`src/rtl/ysyx_23060171_ifu_pc_pkg.sv`:
```
// ---------------------------------------------------------------------------
// ysyx_23060171_ifu_pc_pkg
//   Shared encodings for the fetch unit and the decode stage:
//     - pcsrc_e        : next-PC select code driven by decode/execute
//     - fetch_state_e  : fetch sequencer states
//     - pc_misaligned(): alignment test applied to every computed next PC
// ---------------------------------------------------------------------------
package ysyx_23060171_ifu_pc_pkg;

  // Next-PC select. Codes 101..111 are unused and fall back to snpc.
  typedef enum logic [2:0] {
    PCSRC_SNPC   = 3'b000,
    PCSRC_DNPC   = 3'b001,
    PCSRC_DNPC_R = 3'b010,
    PCSRC_MTVEC  = 3'b011,
    PCSRC_MEPC   = 3'b100
  } pcsrc_e;

  // One instruction in flight: request, wait response, hand to decode,
  // wait for the next-PC update. HALT is terminal until reset.
  typedef enum logic [2:0] {
    REQ   = 3'd0,
    RSP   = 3'd1,
    ISSUE = 3'd2,
    UPD   = 3'd3,
    HALT  = 3'd4
  } fetch_state_e;

  localparam int INST_W = 32;

  // Instructions are 32-bit aligned; no compressed ISA support.
  function automatic logic pc_misaligned(input logic [1:0] lsb);
    return (lsb != 2'b00);
  endfunction

endpackage

```
`src/rtl/ysyx_23060171_npc_mux.sv`:
```
// ---------------------------------------------------------------------------
// ysyx_23060171_npc_mux
//   Purely combinational next-PC selector.
//   Ports:
//     pc         in   current architectural PC
//     pc_src     in   3-bit select (pcsrc_e encoding)
//     dnpc       in   pc+imm target (branch / jal)
//     dnpc_r     in   rs1+imm target (jalr), bit0 cleared here
//     mtvec      in   trap vector
//     mepc       in   exception return PC
//     next       out  selected next PC
//     misaligned out  next[1:0] != 0
// ---------------------------------------------------------------------------
module ysyx_23060171_npc_mux
  import ysyx_23060171_ifu_pc_pkg::*;
#(
  parameter int XLEN = 32
) (
  input  logic [XLEN-1:0] pc,
  input  logic [2:0]      pc_src,
  input  logic [XLEN-1:0] dnpc,
  input  logic [XLEN-1:0] dnpc_r,
  input  logic [XLEN-1:0] mtvec,
  input  logic [XLEN-1:0] mepc,
  output logic [XLEN-1:0] next,
  output logic            misaligned
);

  logic [XLEN-1:0] snpc;

  // Wraps modulo 2^XLEN by construction.
  assign snpc = pc + XLEN'(4);

  always_comb begin
    next = snpc;
    case (pcsrc_e'(pc_src))
      PCSRC_SNPC:   next = snpc;
      PCSRC_DNPC:   next = dnpc;
      // jalr target ignores bit0 of rs1+imm.
      PCSRC_DNPC_R: next = dnpc_r & ~XLEN'(1);
      PCSRC_MTVEC:  next = mtvec;
      PCSRC_MEPC:   next = mepc;
      default:      next = snpc;
    endcase
  end

  assign misaligned = pc_misaligned(next[1:0]);

endmodule

```
`src/rtl/ysyx_23060171_ifu_pc.sv`:
```
// ---------------------------------------------------------------------------
// ysyx_23060171_ifu_pc
//   PC register and instruction-fetch sequencer for a multi-cycle core.
//   One instruction in flight: REQ -> RSP -> ISSUE -> UPD -> REQ.
//   Any fetch fault (response error, response timeout, misaligned next PC)
//   parks the block in HALT with fetch_err high until rst.
//
//   Ports:
//     clk, rst                 clock, synchronous active-high reset
//     upd_valid / upd_ready    next-PC update handshake from execute
//     pc_src, dnpc, dnpc_r,
//     mtvec, mepc              next-PC select and candidate targets
//     imem_req_*               fetch request (address = pc)
//     imem_rsp_*               fetch response (data, access fault)
//     inst_valid / inst_ready  instruction hand-off to decode
//     inst, inst_pc            fetched instruction and its PC
//     fetch_err                sticky fault flag
// ---------------------------------------------------------------------------
module ysyx_23060171_ifu_pc
  import ysyx_23060171_ifu_pc_pkg::*;
#(
  parameter int              XLEN     = 32,
  parameter logic [XLEN-1:0] RESET_PC = XLEN'(32'h8000_0000),
  parameter int              TIMEOUT  = 255
) (
  input  logic              clk,
  input  logic              rst,
  input  logic              upd_valid,
  output logic              upd_ready,
  input  logic [2:0]        pc_src,
  input  logic [XLEN-1:0]   dnpc,
  input  logic [XLEN-1:0]   dnpc_r,
  input  logic [XLEN-1:0]   mtvec,
  input  logic [XLEN-1:0]   mepc,
  output logic              imem_req_valid,
  input  logic              imem_req_ready,
  output logic [XLEN-1:0]   imem_addr,
  input  logic              imem_rsp_valid,
  output logic              imem_rsp_ready,
  input  logic [INST_W-1:0] imem_rsp_data,
  input  logic              imem_rsp_err,
  output logic              inst_valid,
  input  logic              inst_ready,
  output logic [INST_W-1:0] inst,
  output logic [XLEN-1:0]   inst_pc,
  output logic              fetch_err
);

  // Counter only needs to reach TIMEOUT; a 1-bit stub when disabled.
  localparam int CNT_W = (TIMEOUT > 0) ? $clog2(TIMEOUT + 1) : 1;

  fetch_state_e      state_q, state_d;
  logic [XLEN-1:0]   pc_q, pc_d;
  logic [INST_W-1:0] inst_q, inst_d;
  logic [XLEN-1:0]   inst_pc_q, inst_pc_d;
  logic              fetch_err_q, fetch_err_d;
  logic [CNT_W-1:0]  cnt_q, cnt_d;
  logic [CNT_W-1:0]  cnt_inc;

  // Ungated handshake outputs; forced low while rst is high below.
  logic req_valid_c, rsp_ready_c, inst_valid_c, upd_ready_c;

  logic [XLEN-1:0] npc;
  logic            npc_misaligned;

  ysyx_23060171_npc_mux #(
    .XLEN (XLEN)
  ) u_npc_mux (
    .pc         (pc_q),
    .pc_src     (pc_src),
    .dnpc       (dnpc),
    .dnpc_r     (dnpc_r),
    .mtvec      (mtvec),
    .mepc       (mepc),
    .next       (npc),
    .misaligned (npc_misaligned)
  );

  assign cnt_inc = cnt_q + CNT_W'(1);

  always_comb begin
    state_d      = state_q;
    pc_d         = pc_q;
    inst_d       = inst_q;
    inst_pc_d    = inst_pc_q;
    fetch_err_d  = fetch_err_q;
    cnt_d        = cnt_q;
    req_valid_c  = 1'b0;
    rsp_ready_c  = 1'b0;
    inst_valid_c = 1'b0;
    upd_ready_c  = 1'b0;

    case (state_q)
      REQ: begin
        req_valid_c = 1'b1;
        if (imem_req_ready) begin
          state_d = RSP;
          cnt_d   = '0;
        end
      end

      RSP: begin
        rsp_ready_c = 1'b1;
        // A response in the same cycle as the timeout wins.
        if (imem_rsp_valid) begin
          if (imem_rsp_err) begin
            fetch_err_d = 1'b1;
            state_d     = HALT;
          end else begin
            inst_d    = imem_rsp_data;
            inst_pc_d = pc_q;
            state_d   = ISSUE;
          end
        end else if (TIMEOUT != 0) begin
          cnt_d = cnt_inc;
          if (cnt_inc == CNT_W'(TIMEOUT)) begin
            fetch_err_d = 1'b1;
            state_d     = HALT;
          end
        end
      end

      ISSUE: begin
        // inst/inst_pc are only written in RSP, so they hold while stalled.
        inst_valid_c = 1'b1;
        if (inst_ready) state_d = UPD;
      end

      UPD: begin
        upd_ready_c = 1'b1;
        if (upd_valid) begin
          // PC is loaded even when misaligned so the bad target is visible.
          pc_d = npc;
          if (npc_misaligned) begin
            fetch_err_d = 1'b1;
            state_d     = HALT;
          end else begin
            state_d = REQ;
          end
        end
      end

      HALT: begin
        fetch_err_d = 1'b1;
      end

      default: begin
        fetch_err_d = 1'b1;
        state_d     = HALT;
      end
    endcase
  end

  always_ff @(posedge clk) begin
    if (rst) begin
      state_q     <= REQ;
      pc_q        <= RESET_PC;
      inst_q      <= '0;
      inst_pc_q   <= '0;
      fetch_err_q <= 1'b0;
      cnt_q       <= '0;
    end else begin
      state_q     <= state_d;
      pc_q        <= pc_d;
      inst_q      <= inst_d;
      inst_pc_q   <= inst_pc_d;
      fetch_err_q <= fetch_err_d;
      cnt_q       <= cnt_d;
    end
  end

  // Reset abandons any in-flight transfer, so no handshake may complete
  // during the reset cycle.
  assign imem_req_valid = req_valid_c  & ~rst;
  assign imem_rsp_ready = rsp_ready_c  & ~rst;
  assign inst_valid     = inst_valid_c & ~rst;
  assign upd_ready      = upd_ready_c  & ~rst;

  assign imem_addr = pc_q;
  assign inst      = inst_q;
  assign inst_pc   = inst_pc_q;
  assign fetch_err = fetch_err_q;

endmodule

```
`config.mk`:
```
export PLATFORM = sky130hd
export DESIGN_NAME = ysyx_23060171_ifu_pc
export DESIGN_NICKNAME = d
export VERILOG_FILES = /design/src/rtl/ysyx_23060171_ifu_pc_pkg.sv /design/src/rtl/ysyx_23060171_npc_mux.sv /design/src/rtl/ysyx_23060171_ifu_pc.sv
export SDC_FILE = /design/constraint.sdc
export NUM_CORES = 1
export LEC_CHECK = 0
export BUFFER_PORTS_ARGS = -buffer_cell sky130_fd_sc_hd__buf_2
export CORE_MARGIN = 2
export CORE_UTILIZATION = 43
export CTS_CLUSTER_SIZE = 24
export DETAILED_ROUTE_END_ITERATION = 6
export GPL_TIMING_DRIVEN = 0
export PLACE_DENSITY = 0.77
export SLEW_MARGIN = 20
export SYNTH_ARGS = -nofsm -noshare
export SYNTH_HDL_FRONTEND = slang
export SYNTH_SLANG_ARGS = --single-unit
```
`constraint.sdc`:
```
create_clock -name clk -period 1.8 [get_ports clk]
set_input_delay 0.36 -clock clk [delete_from_list [all_inputs] [get_ports clk]]
set_output_delay 0.36 -clock clk [all_outputs]
set_load 0.01 [all_outputs]
```
==> impl_metrics.ini, run 1 <==
[global_route]
grt_pass1_vias = 6720
grt_busiest_layer = met2
gr-total-overflow = 0
grt_max_degree = 19
grt_pass1_wl_um = 34700
grtUsageMet3_pct = 6.27
antenna_found_initial = 0
met1_usage_pct = 38.2
track_usage_pct = 29.6
grt_use_met2_pct = 47.9

[route]
drt_pass1_iterations = 7
drc_errors = 0
antenna_left = 0
drt_iter0_drc = 751
post_drt_wl_per_cell_um = 17.9
avgViaCountPerCell = 5.78
vias = 7348
finalWirelength_um = 22700

[synth]
synth-adder-area-share_pct = 0.621
async_flop_share_pct = 0
syn_area_sq_um = 6040
synth-main-ff-cell = dfxtp_1
synth_top_family_by_area = compound AO/OA/AOI/OAI gates
synth_compound_area_share_pct = 26.8
yosys_warnings = 0
synth_edf_count = 0
synthXorXnorAreaFrac_pct = 0.725
synth_top_cell_by_area = dfxtp_1
ys_seq_elements = 108
syn_inst = 793
synthSimpleGateAreaFrac_pct = 24.7
ys_types = 67
synth_mux_area_share_pct = 4.37
synth_seq_area_share_pct = 35.8
synth_fp_nets = 966
syn_avg_cell_area_sq_um = 7.62
synth_top_area_share_pct = 35.8
synth_area_leaders = dfxtp_1 (36%), nand2_1 (9.9%), a21oi_1 (9.0%), mux2i_1 (3.8%), o21ai_0 (3.6%)

[sta]
tightest_slew_ns = 0.639
finalSetupViolations = 0
fin_skew_ns = 0.00698
rsz0062_at_grt = yes
slew_headroom_pct = 57.4
period_share_pct = 99.9
period_needed_ns = 1.80
hold_viol_final = 0
hold_slack_ns = 0.240
drv_slew = 0
fmax_ghz = 0.556

[power_and_ir_drop]
peakVddDrop_mv = 0.436
leakage_nw = 3.60
power_density_nw_per_um2 = 741
power.share.combinational_pct = 26.5
p_int_w = 0.00421
p_sw_w = 0.00194
finalPower_w = 0.00615
switching_share_pct = 31.5
power_frac_clock_pct = 31.7
seqPwrFrac_pct = 41.8

[job]
drv_cap = 0

[clock_network]
cts_made_buffers = 9
cts_max_level = 3
hold_buffers = 0
clk_latency_ns = 0.35
cts_sinks = 108
tritoncts = done
cts_root_buf = clkbuf_16
clk_pin_slew_ns = 0.07
cts_buffer_depth = 2

[worst_setup_path]
cp.required_ns = 1.44
rr_startpoint = state_q[2]
rrSetupSlack_ns = 0.03
critPathArrivalTime_ns = 1.44
critPathCaptureType = output pin
startpoint_type = flip-flop
critPathKind = reg -> out
path_max_fanout = 6
r2r-end = state_q[0]
r2r_cells = 7

[floorplan]
core_area_sq_um = 13800
rows = 43
fp.dieW_um = 123
start_util_pct = 43.7
die_h_um = 123
die_area_sq_um = 15000
ios = 271

[min_path]
hp-start = imem_rsp_data[1]
hold_path_depth = 3
hold_class = in -> reg
hold_end = inst[1]

[layout]
antenna_cells = 0
layout-drive-gt1-share_pct = 36.8
area_growth_syn_to_layout_pct = 37.3
final_nets = 1259

[placement]
finalWeightedCongestion = 0.954
dpl.hpwl_um = 17100
io_buffers = 269

[outcome]
status = complete, no violations
==> repair_timing <==
item / 4_1_cts / 5_1_grt
resized for setup: 34 / 59
pin swaps: 2 / 4
setup buffers: 5 / 10
endpoints found under the setup margin: 62 / 31
==> sequential cells by signal, indices dropped and copies added, names as in the netlist <==
signal / count
inst_pc: 32
imem_addr: 32
state_q: 3
fetch_err: 1
inst: 32
cnt_q: 8
==> cells by family (layout without fill, tap and decap cells) <==
family | count (synthesis) | in the layout
xor+xnor | 5 | 5
compound gates | 264 | 264
flops | 108 | 108
buf+inv | 78 | 376
mux | 26 | 26
simple gates | 309 | 309
fa+ha+maj | 3 | 3
==> stage by stage <==
step | setup TNS [ns] | cell area [sq um] | utilization, % | worst slack (ns) | std cells
floorplan | 0 | 6040 | - | 0.0489 | 793
global placement | -15.91 | 7610 | 55.1 | -0.413 | 1242
detailed placement | -15.93 | 7610 | 55.1 | -0.415 | 1242
CTS | -0.127 | 8010 | 57.9 | -0.0432 | 1261
global route | -0.0987 | 8290 | 60.0 | -0.0347 | 1271
finish | 0 | 8290 | 60.0 | 0.00212 | 1271
==> final cells by class <==
class                      count  area (sq um)
inverter                      12          45.0
multi-input combinational    607          3680
fill                        1280          5540
sequential                   108          2200
clock inverter                 6          46.3
clock buffer                  10           239
tap                          180           225
buffer                        64           394
timing repair buffer         284          1460
==> metal layers <==
| layer | share of wire [%] | vias up |
|---|---|---|
| li1 | - | 3487 |
| met1 | 39 | 3385 |
| met2 | 47 | 405 |
| met3 | 9.5 | 71 |
| met4 | 3.8 | 0 |
| met5 | 0 | - |
==> layout by cell type, fill, tap and decap left out, drive strengths merged, types with 15 or more instances in the layout <==
| cell type | Yosys | routed |
|---|---|---|
| buf | 43 | 326 |
| nand2 | 159 | 159 |
| a21oi | 109 | 109 |
| dfxtp | 108 | 108 |
| o21ai | 47 | 47 |
| nor2 | 32 | 32 |
| clkbuf | 23 | 32 |
| mux2i | 23 | 23 |
| a22oi | 22 | 22 |
| nand3 | 18 | 18 |
| nor3 | 17 | 17 |
| nor4 | 15 | 15 |
==> synthesized netlist by cell type (all sizes together), types with 4 or more instances <==
cell and instances:
nand2 159, a21oi 109, dfxtp 108, o21ai 47, buf 43, nor2 32
clkbuf 23, mux2i 23, a22oi 22, nand3 18, nor3 17, nor4 15
and3 14, inv 12, o22ai 12, a31oi 11, nand4 11, nor2b 10
a32oi 9, nand2b 8, a211oi 7, o211ai 7, nor3b 5, o221ai 5
a221oi 4, a22o 4, and2 4, and4 4, xnor2 4
==> power groups by stage <==
stage | Clock [W] | Sequential [W] | Combinational, W
floorplan | 0 | 0.00263 | 0.000856
global placement | 0 | 0.00262 | 0.00139
detailed placement | 0 | 0.00262 | 0.00141
CTS | 0.00196 | 0.00257 | 0.00148
global route | 0.00207 | 0.00258 | 0.00176
finish | 0.00195 | 0.00257 | 0.00163
==> worst max-delay path, cell delays in order (launching register included) <==
cell	delay, ns
dfxtp_2	0.33
or3b_1	0.40
buf_6	0.15
nor2_1	0.08
buf_2	0.13
==> worst max-delay path by stage <==
stage,start,end,slack (ns),cells after the start
floorplan,imem_addr[6],imem_addr[31],0.05,7
global placement,rst,inst_pc[1],-0.41,5
CTS,imem_addr[2],imem_addr[26],-0.04,6
finish,state_q[2],imem_rsp_ready,0.002,4
detailed placement,rst,inst_pc[0],-0.42,5
global route,state_q[2],upd_ready,-0.03,5
Note: power is estimated with default switching activity, not from simulation.
==> run 2, diff against run 1 <==
- CORE_ASPECT_RATIO: unset -> 0.8
- CORE_UTILIZATION: 43 -> 40
- PLACE_DENSITY: 0.77 -> 0.72
==> run 2 against run 1 <==
  * Register-to-register slack about the same
  * Worst hold slack got worse by 0.0025 ns
  * Sequential cell count unchanged
  * Total power increased by 1.1%
  * Critical endpoint is now state_q[0]
  * Largest power group unchanged
==> impl_metrics.ini, run 2 (same netlist as run 1, synthesis figures left out) <==
[sta]
period_needed_ns = 1.76
tightest_slew_ns = 0.599
rsz0062_at_grt = yes
slew_headroom_pct = 59.8
fin_skew_ns = 0.0153
finalSetupViolations = 0
period_share_pct = 98.0
fmax_ghz = 0.567
hold_slack_ns = 0.238
drv_slew = 0
hold_viol_final = 0

[floorplan]
ios = 271
start_util_pct = 40.5
rows = 40
fp.dieW_um = 141
core_area_sq_um = 14900
die_h_um = 114
die_area_sq_um = 16100

[route]
post_drt_wl_per_cell_um = 18.2
finalWirelength_um = 23100
vias = 7255
drt_iter0_drc = 701
antenna_left = 0
avgViaCountPerCell = 5.70
drc_errors = 0
drt_pass1_iterations = 5

[clock_network]
cts_max_level = 3
clk_pin_slew_ns = 0.08
clk_latency_ns = 0.35
tritoncts = done
cts_buffer_depth = 2
cts_made_buffers = 9
cts_root_buf = clkbuf_16
hold_buffers = 0
cts_sinks = 108

[placement]
post-place-cells = 1251
finalWeightedCongestion = 0.972
dpl.hpwl_um = 17500
io_buffers = 269

[worst_setup_path]
path_max_fanout = 6
startpoint_type = flip-flop
critPathKind = reg -> reg
cp.required_ns = 2.04
critPathArrivalTime_ns = 2.01
critPathCaptureType = flip-flop

[layout]
final_nets = 1251
regArea_sq_um = 2200
layout-drive-gt1-share_pct = 36.7
fin_cells = 1272
antenna_cells = 0
area_growth_syn_to_layout_pct = 37.2
n_fill_cell = 1448
final_common_cell = buf_2
multi_input_area_sq_um = 3700
final_cell_mix = buf_2 (288), nand2_1 (157), a21oi_1 (108)

[power_and_ir_drop]
power_density_nw_per_um2 = 749
power.share.combinational_pct = 24.8
leakage_nw = 3.55
switching_share_pct = 31.4
peakVddDrop_mv = 0.503
p_sw_w = 0.00195
seqPwrFrac_pct = 41.4
power_frac_clock_pct = 33.8
p_int_w = 0.00426

[global_route]
gr-total-overflow = 0
grt_pass1_wl_um = 35200
antenna_found_initial = 0
grt_max_degree = 20
grt_pass1_vias = 6528
track_usage_pct = 27.4

[min_path]
hold_class = in -> reg

[outcome]
status = complete, no violations

[job]
drv_cap = 0
[run 2: changes by cell type in the layout (fill, tap and decap cells not counted), sizes merged]
| cell | previous run | this run |
|---|---|---|
| clkinvlp | 1 | 0 |
| bufinv | 0 | 1 |
| buf | 326 | 318 |
[run 2: path summary, 6_finish.rpt]
kind                                        start          end  slack (ns)  depth (start not counted)
worst max-delay path                   state_q[0]   state_q[0]        0.04                          5
worst min-delay path            imem_rsp_data[29]     inst[29]        0.24                          3
worst max register to register         state_q[0]   state_q[0]        0.04                          5
worst min register to register        inst_pc[27]  inst_pc[27]        0.45                          2
[run 2: what timing repair did]
item / in CTS / in global routing
pin swaps: 3 / 7
resized for setup: 47 / 54
endpoints found under the setup margin: 48 / 85
setup buffers: 4 / 5
[run 2: power groups by stage]
stage	logic (W)	clock network [W]	registers, W
2_1_floorplan	0.000856	0	0.00263
4_1_cts	0.00146	0.00212	0.00257
5_1_grt	0.00169	0.00222	0.00259
3_3_place_gp	0.00141	0	0.00261
6_report	0.00154	0.00210	0.00257
3_5_place_dp	0.00142	0	0.00262
[run 2: worst max-delay path, stage by stage, from the launching register on]
cell	delay, ns
dfxtp_4	0.36
nor3b_1	0.45
nand2b_1	0.18
a211o_1	0.33
and3_1	0.15
a31o_1	0.18
[run 2: metrics by stage]
step / power, W / area, sq um / util, % / TNS [ns] / setup slack (ns)
6_report: 0.00621 / 8290 / 55.6 / 0 / 0.0352
5_1_grt: 0.00649 / 8290 / 55.6 / -0.132 / -0.0551
4_1_cts: 0.00614 / 8110 / 54.4 / 0 / 0.00396
3_5_place_dp: 0.00404 / 7620 / 51.1 / -16.77 / -0.385
3_3_place_gp: 0.00402 / 7620 / 51.1 / -17.66 / -0.405
2_1_floorplan: 0.00349 / 6040 / - / 0 / 0.0489
[run 2: per-layer routing]
layer | share of wire [%] | global-route usage [%] | vias to the layer above | routed length [um]
met2 | 44 | 41.5 | 387 | 10000
met3 | 9.7 | 7.05 | 26 | 2240
met5 | 0 | 0 | - | 0
met4 | 1.1 | 4.40 | 0 | 249
met1 | 46 | 40.1 | 3364 | 10600
li1 | - | - | 3478 | -
[run 2: cell type report]
| class | count | share of cell area [%] |
|---|---|---|
| flip-flops and latches | 108 | 26.6 |
| well taps | 189 | 2.85 |
| inverters | 12 | 0.543 |
| clock inverters | 6 | 1.01 |
| plain buffers | 62 | 4.60 |
| multi-input cells | 607 | 44.6 |
| repair buffers | 278 | 17.1 |
| clock buffers | 10 | 2.76 |
